==> src/rtl/fc_index_sequencer.sv <==
// fc_index_sequencer: buffers one frame of active spike indices and replays them once per output channel to the FC PE.
//   clk, rstn                    clock, asynchronous active-low reset
//   idx_in, idx_wr, frame_last   index write port from the spike producer; in_ready gates acceptance
//   stall                        downstream backpressure, freezes issue
//   s_index_ram, s_index_valid   replayed index stream to the PE
//   addr_most                    frame index count minus 1, stable during replay
//   channel_cnt                  output channel being issued
//   busy, layer_done, overflow   status: replay/drain active, completion pulse, sticky dropped-write flag
`ifndef SYNAPSE_INDEX
`define SYNAPSE_INDEX 7:0
`endif
`ifndef CONV1_ADDR
`define CONV1_ADDR 6:0
`endif
`ifndef CHANNEL_WIDE
`define CHANNEL_WIDE 7:0
`endif

module fc_index_sequencer #(
  parameter int INPUT_CHANNEL_NUM  = 128,
  parameter int OUTPUT_CHANNEL_NUM = 256,
  parameter int PIPE_LAT           = 4
) (
  input  logic                 clk,
  input  logic                 rstn,
  input  logic [`SYNAPSE_INDEX] idx_in,
  input  logic                 idx_wr,
  input  logic                 frame_last,
  output logic                 in_ready,
  input  logic                 stall,
  output logic [`SYNAPSE_INDEX] s_index_ram,
  output logic                 s_index_valid,
  output logic [`CONV1_ADDR]    addr_most,
  output logic [`CHANNEL_WIDE]  channel_cnt,
  output logic                 busy,
  output logic                 layer_done,
  output logic                 overflow
);
  localparam int AW = $clog2(INPUT_CHANNEL_NUM);
  localparam int CW = AW + 1;
  localparam int HW = $clog2(OUTPUT_CHANNEL_NUM);
  localparam int DW = $clog2(PIPE_LAT + 1);
  typedef enum logic [2:0] {IDLE, LOAD, ISSUE, DRAIN, DONE} state_t;
  state_t state;
  logic [`SYNAPSE_INDEX] mem [INPUT_CHANNEL_NUM];
  logic [AW-1:0] wr_ptr, rd_ptr;
  logic [CW-1:0] count, fin;
  logic [DW-1:0] drain_cnt;
  logic loading, full, wr_ok, last_idx, last_ch;
  always_comb begin
    loading  = (state == IDLE) || (state == LOAD);
    full     = count == CW'(INPUT_CHANNEL_NUM);
    wr_ok    = loading && idx_wr && !full;
    // count including a write that coincides with frame_last
    fin      = count + CW'(wr_ok);
    last_idx = rd_ptr == addr_most;
    last_ch  = channel_cnt == HW'(OUTPUT_CHANNEL_NUM - 1);
  end
  always_ff @(posedge clk)
    if (wr_ok) mem[wr_ptr] <= idx_in;
  always_ff @(posedge clk or negedge rstn)
    if (!rstn) begin
      state         <= IDLE;
      wr_ptr        <= '0;
      rd_ptr        <= '0;
      count         <= '0;
      drain_cnt     <= '0;
      in_ready      <= 1'b1;
      s_index_ram   <= '0;
      s_index_valid <= 1'b0;
      addr_most     <= '0;
      channel_cnt   <= '0;
      busy          <= 1'b0;
      layer_done    <= 1'b0;
      overflow      <= 1'b0;
    end else begin
      layer_done <= 1'b0;
      case (state)
        IDLE, LOAD: begin
          if (wr_ok) begin
            wr_ptr <= wr_ptr + AW'(1);
            count  <= fin;
            state  <= LOAD;
          end
          if (idx_wr && full) overflow <= 1'b1;
          if (frame_last) begin
            in_ready <= 1'b0;
            if (fin == '0) begin
              layer_done <= 1'b1;
              state      <= DONE;
            end else begin
              addr_most   <= AW'(fin - CW'(1));
              rd_ptr      <= '0;
              channel_cnt <= '0;
              busy        <= 1'b1;
              state       <= ISSUE;
            end
          end
        end
        ISSUE: begin
          s_index_valid <= !stall;
          if (!stall) begin
            s_index_ram <= mem[rd_ptr];
            rd_ptr      <= last_idx ? '0 : rd_ptr + AW'(1);
            if (last_idx) channel_cnt <= last_ch ? '0 : channel_cnt + HW'(1);
            if (last_idx && last_ch) begin
              drain_cnt <= '0;
              state     <= DRAIN;
            end
          end
        end
        DRAIN: begin
          s_index_valid <= 1'b0;
          drain_cnt     <= drain_cnt + DW'(1);
          // the cycle holding the final valid is counted too, so done lands PIPE_LAT+1 after it
          if (drain_cnt == DW'(PIPE_LAT)) begin
            layer_done <= 1'b1;
            busy       <= 1'b0;
            state      <= DONE;
          end
        end
        default: begin
          count    <= '0;
          wr_ptr   <= '0;
          in_ready <= 1'b1;
          state    <= IDLE;
        end
      endcase
    end
endmodule

==> config.mk <==
export PLATFORM = sky130hd
export DESIGN_NAME = fc_index_sequencer
export DESIGN_NICKNAME = d
export VERILOG_FILES = /design/src/rtl/fc_index_sequencer.sv
export SDC_FILE = /design/constraint.sdc
export NUM_CORES = 1
export LEC_CHECK = 0
export ABC_AREA = 1
export ABC_CLOCK_PERIOD_IN_PS = 6800
export CELL_PAD_IN_SITES_DETAIL_PLACEMENT = 0
export CELL_PAD_IN_SITES_GLOBAL_PLACEMENT = 1
export CORE_ASPECT_RATIO = 1.2
export CORE_MARGIN = 10
export CORE_UTILIZATION = 50
export CTS_BUF_LIST = sky130_fd_sc_hd__clkbuf_16
export CTS_CLUSTER_DIAMETER = 50
export DETAILED_ROUTE_END_ITERATION = 8
export PLACE_DENSITY_LB_ADDON = 0.15
export SYNTH_ARGS = -nofsm -noshare
export SYNTH_HDL_FRONTEND = slang
export SYNTH_SLANG_ARGS = --single-unit
==> constraint.sdc <==
create_clock -name clk -period 6.8 [get_ports clk]
set_input_delay 1.02 -clock clk [delete_from_list [all_inputs] [get_ports clk]]
set_output_delay 1.02 -clock clk [all_outputs]
set_load 0.01 [all_outputs]
-- Yosys cells after proc, flatten, opt, wreduce, memory -nomap -nowiden
Memories as Yosys holds them, arrays and structs flattened. A register that Yosys moved wholly into a read port is not among the register bits.
Index checks and enable logic that the tools add are counted.
- register bits after elaboration: 48
- latch bits: 0
- RAM bits: 1024
- bits in read-only memories: 0
- input bits: 13
- output and inout port bits: 28
- memories: 1
- add/subtract/negate cells: 6
- multiply operators: 0
- div/mod/pow operators: 0
- magnitude comparators: 0
- eq/ne operators: 15
- shift-type cells: 0
- multiplexer cells: 38
- bitwise logic cells: 3
- reduce and logical (&&, ||, !) cells: 25
- memories (memory ; depth ; bits a word ; rd ports ; clocked after Yosys merged registers in ; wr ports ; RTL line ; RTL):
    mem ; 128 ; 8 ; 1 ; 1 ; 1 ; 45 ; logic [`SYNAPSE_INDEX] mem [INPUT_CHANNEL_NUM];
- operators with widths (kind ; count):
    8-bit 2-to-1 mux ; 6
    7-bit 2-to-1 mux ; 5
    8-bit case mux with 2 select lines ; 2
    7-bit case mux with 2 select lines ; 2
    3-bit 2-to-1 mux ; 8
    8-bit == test (second input constant) ; 2
    7-bit by 1-bit adder with 7-bit output (second input constant) ; 2
    2-bit != test (second input constant) ; 7
    4-bit AND reduction ; 3
    1-bit 2-to-1 mux ; 9
    3-bit case mux with 3 select lines ; 1
    8-bit by 1-bit adder with 8-bit output ; 1
    8-bit by 1-bit adder with 8-bit output (second input constant) ; 1
    8-bit zero test ; 1
    1-bit case mux with 2 select lines ; 4
    2-bit AND reduction ; 4
    7-bit == test ; 1
    7-bit by 1-bit subtractor with 7-bit output (second input constant) ; 1
    3-bit by 2-bit == test with 1-bit output (second input constant) ; 2
    3-bit case mux with 2 select lines ; 1
    3-bit AND reduction ; 2
    2-bit nonzero test ; 3
    5-bit AND reduction ; 1
    1-bit logical AND ; 4
    9 further kinds ; 14

-- Depth between registers and ports, before layout
Gate-level depths: netlist of run 1.
- depth in word-level cells: 9
- depth in mapped cells: 21

-- Worst setup path after synthesis of run 1
OpenSTA, ideal clock, no wires.
- kind: input-to-reg
- start point: in idx_wr
- end point: reg rd_ptr[4]
- arrival: 3.010 ns
- required time: 6.726 ns
- slack: 3.716 ns
- cell stages on the path: 20
- buffers on the path: 2
- cells stage by stage: inv_1 nor2_1 nand2_1 inv_2 buf_4 ha_1 ha_1 inv_1 ha_1 inv_1 nor2_2 nand2_1 nor2_2 nand3_2 nand2_2 nand2_4 nand2_4 buf_12 nand2_2 o21ai_2
- cells in the longest elaborated chain, start to end: 6
- RTL lines (what ; RTL line ; RTL):
    from (decl) ; 27 ; input logic idx_wr,
    1-bit logical AND (2 in series) ; 53 ; wr_ok = loading && idx_wr && !full;
    8-bit by 1-bit adder with 8-bit output ; 55 ; fin = count + CW'(wr_ok);
    8-bit zero test ; 88 ; if (fin == '0) begin
    2-bit != test (no line) ; -- ;
    4-bit AND reduction (no line) ; -- ;
    to (signal assigned) ; 104 ; rd_ptr <= last_idx ? '0 : rd_ptr + AW'(1);
    to (decl) ; 46 ; logic [AW-1:0] wr_ptr, rd_ptr;
No other way between the ends.
A chain may end at the register's enable or synchronous reset.

-- Worst setup path after layout of run 1
- start point: in idx_wr
- end point: mem mem[19][4] (netlist name) (enable)
- cells in the longest elaborated chain, start to end: 4
- RTL lines (what ; RTL line ; RTL):
    1-bit logical AND (2 in series) ; 53 ;
    1-bit 2-to-1 mux ; 60 ; if (wr_ok) mem[wr_ptr] <= idx_in;
    1-bit 2-to-1 mux (not written as such) ; 60 ;
    to (decl) ; 45 ;
No other way between the ends.

==> impl_metrics.json, run 1 <==
{
  "drive_gt1_share_pct": 6.17,
  "layout_min_cycle_time_ns": 3.85,
  "grt_pass1_wl_um": 187000,
  "skew_ns": 0.0249,
  "relSlewSlack_pct": 13.2,
  "root_buffer": "clkbuf_16",
  "clock_sinks": 1080,
  "synthesis.nets": 4356,
  "core_area_um2": 91000,
  "dpl.hpwl_um": 73900,
  "die_area_um2": 105000,
  "crit_slowest_cell": "nand3_1",
  "final_max_slew_viol_count": 0,
  "regToRegSetupSlack_ns": 2.96,
  "wire_per_inst_um": 22.2,
  "cp-end-kind": "register",
  "viasPerCell": 5.40,
  "tightest_slew_ns": 1.30,
  "drt_iter0_markers": 2841,
  "yosys_warnings": 0,
  "power_leakage_nw": 19.7,
  "clkLatencyLatePin_ns": 0.70,
  "fp-row-count": 121,
  "area_growth_syn_to_layout_pct": 11.1,
  "start_util_pct": 50.5,
  "synth_cells": 4334,
  "startpoint_type": "primary input",
  "ant_nets": 0,
  "utilization_pct": 56.1,
  "synthFlopType": "edfxtp_1",
  "critPathBufInv": 3,
  "die_h_um": 352,
  "clk_path_buf_depth": 3,
  "first_global_vias": 29800,
  "die_x_um": 297,
  "portBuffers": 40,
  "cts_resized": 0,
  "crit_required_ns": 7.12,
  "cts_tree": "done",
  "overflow": 0,
  "layout_setup_ws_ns": 2.95,
  "setup-tns-final_ns": 0,
  "diodes": 0,
  "cts_hold_buf": 0,
  "fmax_mhz": 260,
  "finalSetupViolCount": 0,
  "gp_congestion": 0.835,
  "cts_buffers": 114,
  "hp-class": "in -> async",
  "critical_path.max_stage_delay_ns": 0.85,
  "clkTransAtPathRegs_ns": 0.06,
  "final_hold_viol_count": 0,
  "cp.arrival_ns": 4.17,
  "avgSynthCellArea_um2": 10.6,
  "drc_errors": 0,
  "cts_setup_buffers": 0,
  "cpLargestDelayFamily": "simple AND/OR/NAND/NOR gates",
  "grtUsageTotal_pct": 23.4,
  "place_ws_ns": 2.26,
  "synth_edf_count": 1024,
  "finalWirelength_um": 125000,
  "ys_types": 42,
  "peakVddDrop_mv": 0.291,
  "synth-seq-cells": 1080,
  "outcome": "complete, no violations",
  "crit_top_cell": "nor2_1",
  "cts_max_level": 3,
  "grt_antenna_before_repair": 0,
  "async_flop_share_pct": 5.19,
  "grt_max_degree": 208,
  "dr.pass1.iters": 7,
  "holdWs_ns": 0.488,
  "worstPathMaxFanout": 13,
  "seq_area_frac_synth_pct": 69.9,
  "syn_area_um2": 46000,
  "cp_cell_sequence": "clkdlybuf4s50_1 -> inv_1 -> nor2_1 -> nand2_1 -> nor2_1 -> nand3_1 -> buf_4 -> nor2_1",
  "finalPower_w": 0.0191,
  "crit_type": "in -> reg",
  "rsz0062_at_grt": "no",
  "vias": 30400,
  "cap_violations": 0,
  "fin_nets": 4328,
  "period_share_pct": 56.6,
  "io_pins": 41,
  "power_density_nw_per_um2": 374
}
## worst paths after layout
kind | from | endpoint | cells after the start
max reg2reg | state[1] | mem[19][4] | 8
max in group asynchronous | rstn | rd_ptr[0] | 2
min reg2reg | s_index_valid | s_index_valid | 2
min | rstn | channel_cnt[0] | 2
min in group clk | s_index_valid | s_index_valid | 2
max | idx_wr | mem[19][4] | 8
## layer usage
metal	vias up	global-route usage (%)	share of wire, %
met1	14800	31.6	42
met5	-	0	0
met2	1038	39.0	48
met3	180	3.20	6.6
li1	14400	-	-
met4	0	7.51	2.7
## power by group
part	leakage [nW]	switching, W	total, W	internal (W)
Sequential	9.92	0.000177	0.00757	0.00739
Combinational	7.89	0.00376	0.00517	0.00141
Clock	1.93	0.00266	0.00634	0.00368
Total	19.7	0.00659	0.0191	0.0125
## layout make-up
class	count	area (µm²)
Inverter	339	1290
Clock buffer	117	2930
Multi-Input combinational cell	2692	11500
Sequential cell	1080	32200
Tap cell	1230	1540
Clock inverter	99	937
Fill cell	7838	39900
Timing Repair Buffer	79	731
## cell usage in the layout, fill, tap and decap left out, drive strengths merged, types with 11 or more instances in the layout
cell type	netlist	layout
a21oi	44	44
o21ai	218	218
buf	170	48
dfrtp	55	55
nand3	443	443
edfxtp	1024	1024
nand4	17	17
clkbuf	53	117
inv	336	367
clkdlybuf4s50	0	31
xor2	15	15
clkinvlp	0	11
o211ai	25	25
clkinv	3	46
bufinv	0	14
and3	11	11
nor2	515	515
nand2	1372	1372
## per-stage QoR
stage,cell area (µm²),instances
6_report,51100,5636
5_1_grt,51100,5636
3_5_place_dp,47200,5420
2_1_floorplan,46000,4334
4_1_cts,51100,5636
3_3_place_gp,47200,5420
## cells in the mapped netlist, types with 2 or more instances
cell,number,share of area (%)
nand4_2,2,0.054
ha_1,9,0.24
nand3b_1,2,0.033
inv_2,8,0.065
nand2_2,6,0.082
xor2_1,14,0.27
nand2_1,1364,11
xnor2_1,3,0.057
nand3_2,4,0.087
a21oi_1,44,0.48
nor3_1,4,0.044
inv_1,328,2.7
clkinv_1,2,0.016
nor4_1,3,0.041
clkbuf_1,53,0.43
buf_4,12,0.20
and3_1,11,0.15
nand4_1,15,0.20
buf_1,28,0.23
nor2_1,505,4.1
o211ai_1,25,0.41
o21ai_2,6,0.11
nand2_4,2,0.049
buf_2,128,1.4
o21ai_0,210,2.3
edfxtp_1,1024,67
o21ai_1,2,0.022
nand3_1,439,4.8
nor2_2,10,0.14
dfrtp_1,55,3.0
o22ai_1,5,0.068
## sequential cells by signal, indices dropped and copies added (netlist names)
name           count
addr_most          7
count              8
state              3
mem             1024
busy               1
drain_cnt          3
layer_done         1
s_index_ram        8
rd_ptr             7
s_index_valid      1
channel_cnt        8
in_ready           1
overflow           1
wr_ptr             7
## cell families after synthesis
kind of cell,after synthesis,synth area share [%]
AND/OR/NAND/NOR,2370,21.0
buffers and inverters,562,5.09
AO/OA/AOI/OAI,295,3.43
XOR/XNOR,18,0.359
adder cells (fa/ha/maj),9,0.245
flip-flops,1080,69.9
(Power assumes the default switching activity.)
==> inputs of run 2 (changes only) <==
ABC_CLOCK_PERIOD_IN_PS = 3800   (was 6800)
clock period = 3.8 ns   (was 6.8 ns; I/O delays follow)
==> run 2 against run 1 <==
Worst hold slack got worse by 0.15 ns. Critical path depth increased by 9. Core utilization increased by 0.44 points. Critical path type is now reg -> reg. Setup slack lost 2.3 ns. Sequential power increased by 78%. Clock power increased by 70%. Clock skew grew 0.010 ns. Non-clock buffer count rose by 52. Global-route usage decreased by 0.28 points. Sequential share of layout area decreased by 0.49 points. Register-to-register slack got worse by 2.3 ns. First-iteration DRC count is 0.84% lower. Highest routed layer unchanged.
==> impl_metrics.json, run 2 (synthesis gave the netlist of run 1 again) <==
{
  "outcome": "complete, no violations",
  "area_growth_syn_to_layout_pct": 11.9,
  "layoutNonFillerInstCount": 5681,
  "layout_commonest_cell": "nand2_1",
  "place_inst": 5471,
  "mostFrequentLayoutCells": "1364 x nand2_1, 1024 x edfxtp_1, 505 x nor2_1, 439 x nand3_1, 349 x inv_1",
  "grt_antenna_before_repair": 1,
  "largest_reg_flops": 1024,
  "cts_max_level": 3,
  "crit_slowest_cell": "nor4_1",
  "relSlewSlack_pct": 23.6,
  "drc_errors": 0,
  "vias": 30500,
  "finalWirelength_um": 124000,
  "dr.pass1.iters": 5,
  "core_area_um2": 91000,
  "startpoint_type": "register",
  "clk_path_buf_depth": 3,
  "first_global_vias": 29200,
  "die_area_um2": 105000,
  "top_register": "mem",
  "ant_nets": 0,
  "die_h_um": 352,
  "peakVddDrop_mv": 0.640,
  "setup-tns-final_ns": 0,
  "die_x_um": 297,
  "cp-end-kind": "register",
  "fmax_mhz": 315,
  "finalSetupViolCount": 0,
  "fin_nets": 4378,
  "fp-row-count": 121,
  "period_share_pct": 83.6,
  "root_buffer": "clkbuf_16",
  "io_pins": 41,
  "power_density_nw_per_um2": 658,
  "wire_per_inst_um": 21.8,
  "cpLargestDelayFamily": "simple AND/OR/NAND/NOR gates",
  "cap_violations": 0,
  "gp_congestion": 0.853,
  "overflow": 0,
  "clkLatencyLatePin_ns": 0.69,
  "grt_max_degree": 144,
  "power_leakage_nw": 20.0,
  "cts_buffers": 112,
  "crit_type": "reg -> reg",
  "skew_ns": 0.0352,
  "viasPerCell": 5.37,
  "rsz0062_at_grt": "no",
  "critical_path.max_stage_delay_ns": 0.47,
  "critPathBufInv": 4,
  "worstPathMaxFanout": 12,
  "cp.arrival_ns": 3.72,
  "dpl.hpwl_um": 75000,
  "grtUsageTotal_pct": 23.1,
  "final_max_slew_viol_count": 0,
  "tightest_slew_ns": 1.15,
  "cts_resized": 0,
  "crit_top_cell": "nand2_1",
  "hp-class": "in -> reg",
  "start_util_pct": 50.5,
  "clock_sinks": 1080,
  "portBuffers": 40,
  "drt_iter0_markers": 2817,
  "final_hold_viol_count": 0,
  "cp_cell_sequence": "nor4_1 -> nand2_1 -> nand2_1 -> inv_2 -> ha_1 -> ha_1 -> inv_1 -> ha_1 -> inv_1 -> nor2_2 -> nand2_1 -> nor2_2 -> nand3_2 -> nand2_1 -> inv_1 -> o21ai_0 -> o21ai_0",
  "layout_min_cycle_time_ns": 3.18,
  "cts_tree": "done",
  "clkTransAtPathRegs_ns": 0.06,
  "drive_gt1_share_pct": 7.05,
  "crit_required_ns": 4.34,
  "grt_pass1_wl_um": 185000,
  "diodes": 0
}
run 2: changes by cell type in the layout (fill, tap and decap cells not counted), sizes merged:
cell / change
bufinv: -6
buf: +51
clkbuf: +2
dlygate4sd3: +1
clkinvlp: -5
clkinv: -3
inv: +5
run 2: worst paths after layout:
path,startpoint,end,slack (ns),depth (start not counted)
max,count[4],addr_most[4],0.62,17
min,idx_in[2],mem[104][2],0.34,1
max reg2reg,count[4],addr_most[4],0.62,17
min reg2reg,busy,busy,0.48,2
max in group asynchronous,rstn,s_index_ram[2],2.57,3
min in group asynchronous,rstn,channel_cnt[4],0.48,2
run 2: repair_timing:
action / 4_1_cts / 5_1_grt
setup buffers: 0 / 0
hold buffers: 1 / 0
endpoints found under the hold margin: 31 / 0
run 2: metrics by stage:
step / util [%] / total power, W / setup slack (ns) / hold slack (ns) / instance area, µm²
after floorplan: - / 0.0198 / 1.01 / 0.274 / 46000
after detailed placement: 52.5 / 0.0233 / 0.437 / 0.466 / 47800
after global routing: 56.6 / 0.0356 / 0.304 / 0.326 / 51500
final: 56.6 / 0.0339 / 0.625 / 0.339 / 51500
after CTS: 56.6 / 0.0340 / 0.625 / 0.304 / 51500
after global placement: 52.5 / 0.0233 / 0.447 / 0.469 / 47800
run 2: layer usage:
layer  vias to the layer above  wire length [µm]  GRT usage (%)
li1                      14500                 -              -
met1                     14800             53700           32.2
met2                       975             58700           37.8
met3                       178              7790           2.67
met4                         0              3480           7.40
met5                         -                 0              0
run 2: cell type report:
class / instances / area [µm²]
Clock buffer: 119 / 2980
Clock inverter: 90 / 706
Fill cell: 7790 / 39500
Inverter: 339 / 1290
Multi-Input combinational cell: 2692 / 11500
Sequential cell: 1080 / 32200
Tap cell: 1230 / 1540
Timing Repair Buffer: 131 / 1310
run 2: power by group:
part,internal (W),switching [W]
sequential,0.0132,0.000268
clock,0.00622,0.00462
combinational,0.00273,0.00681
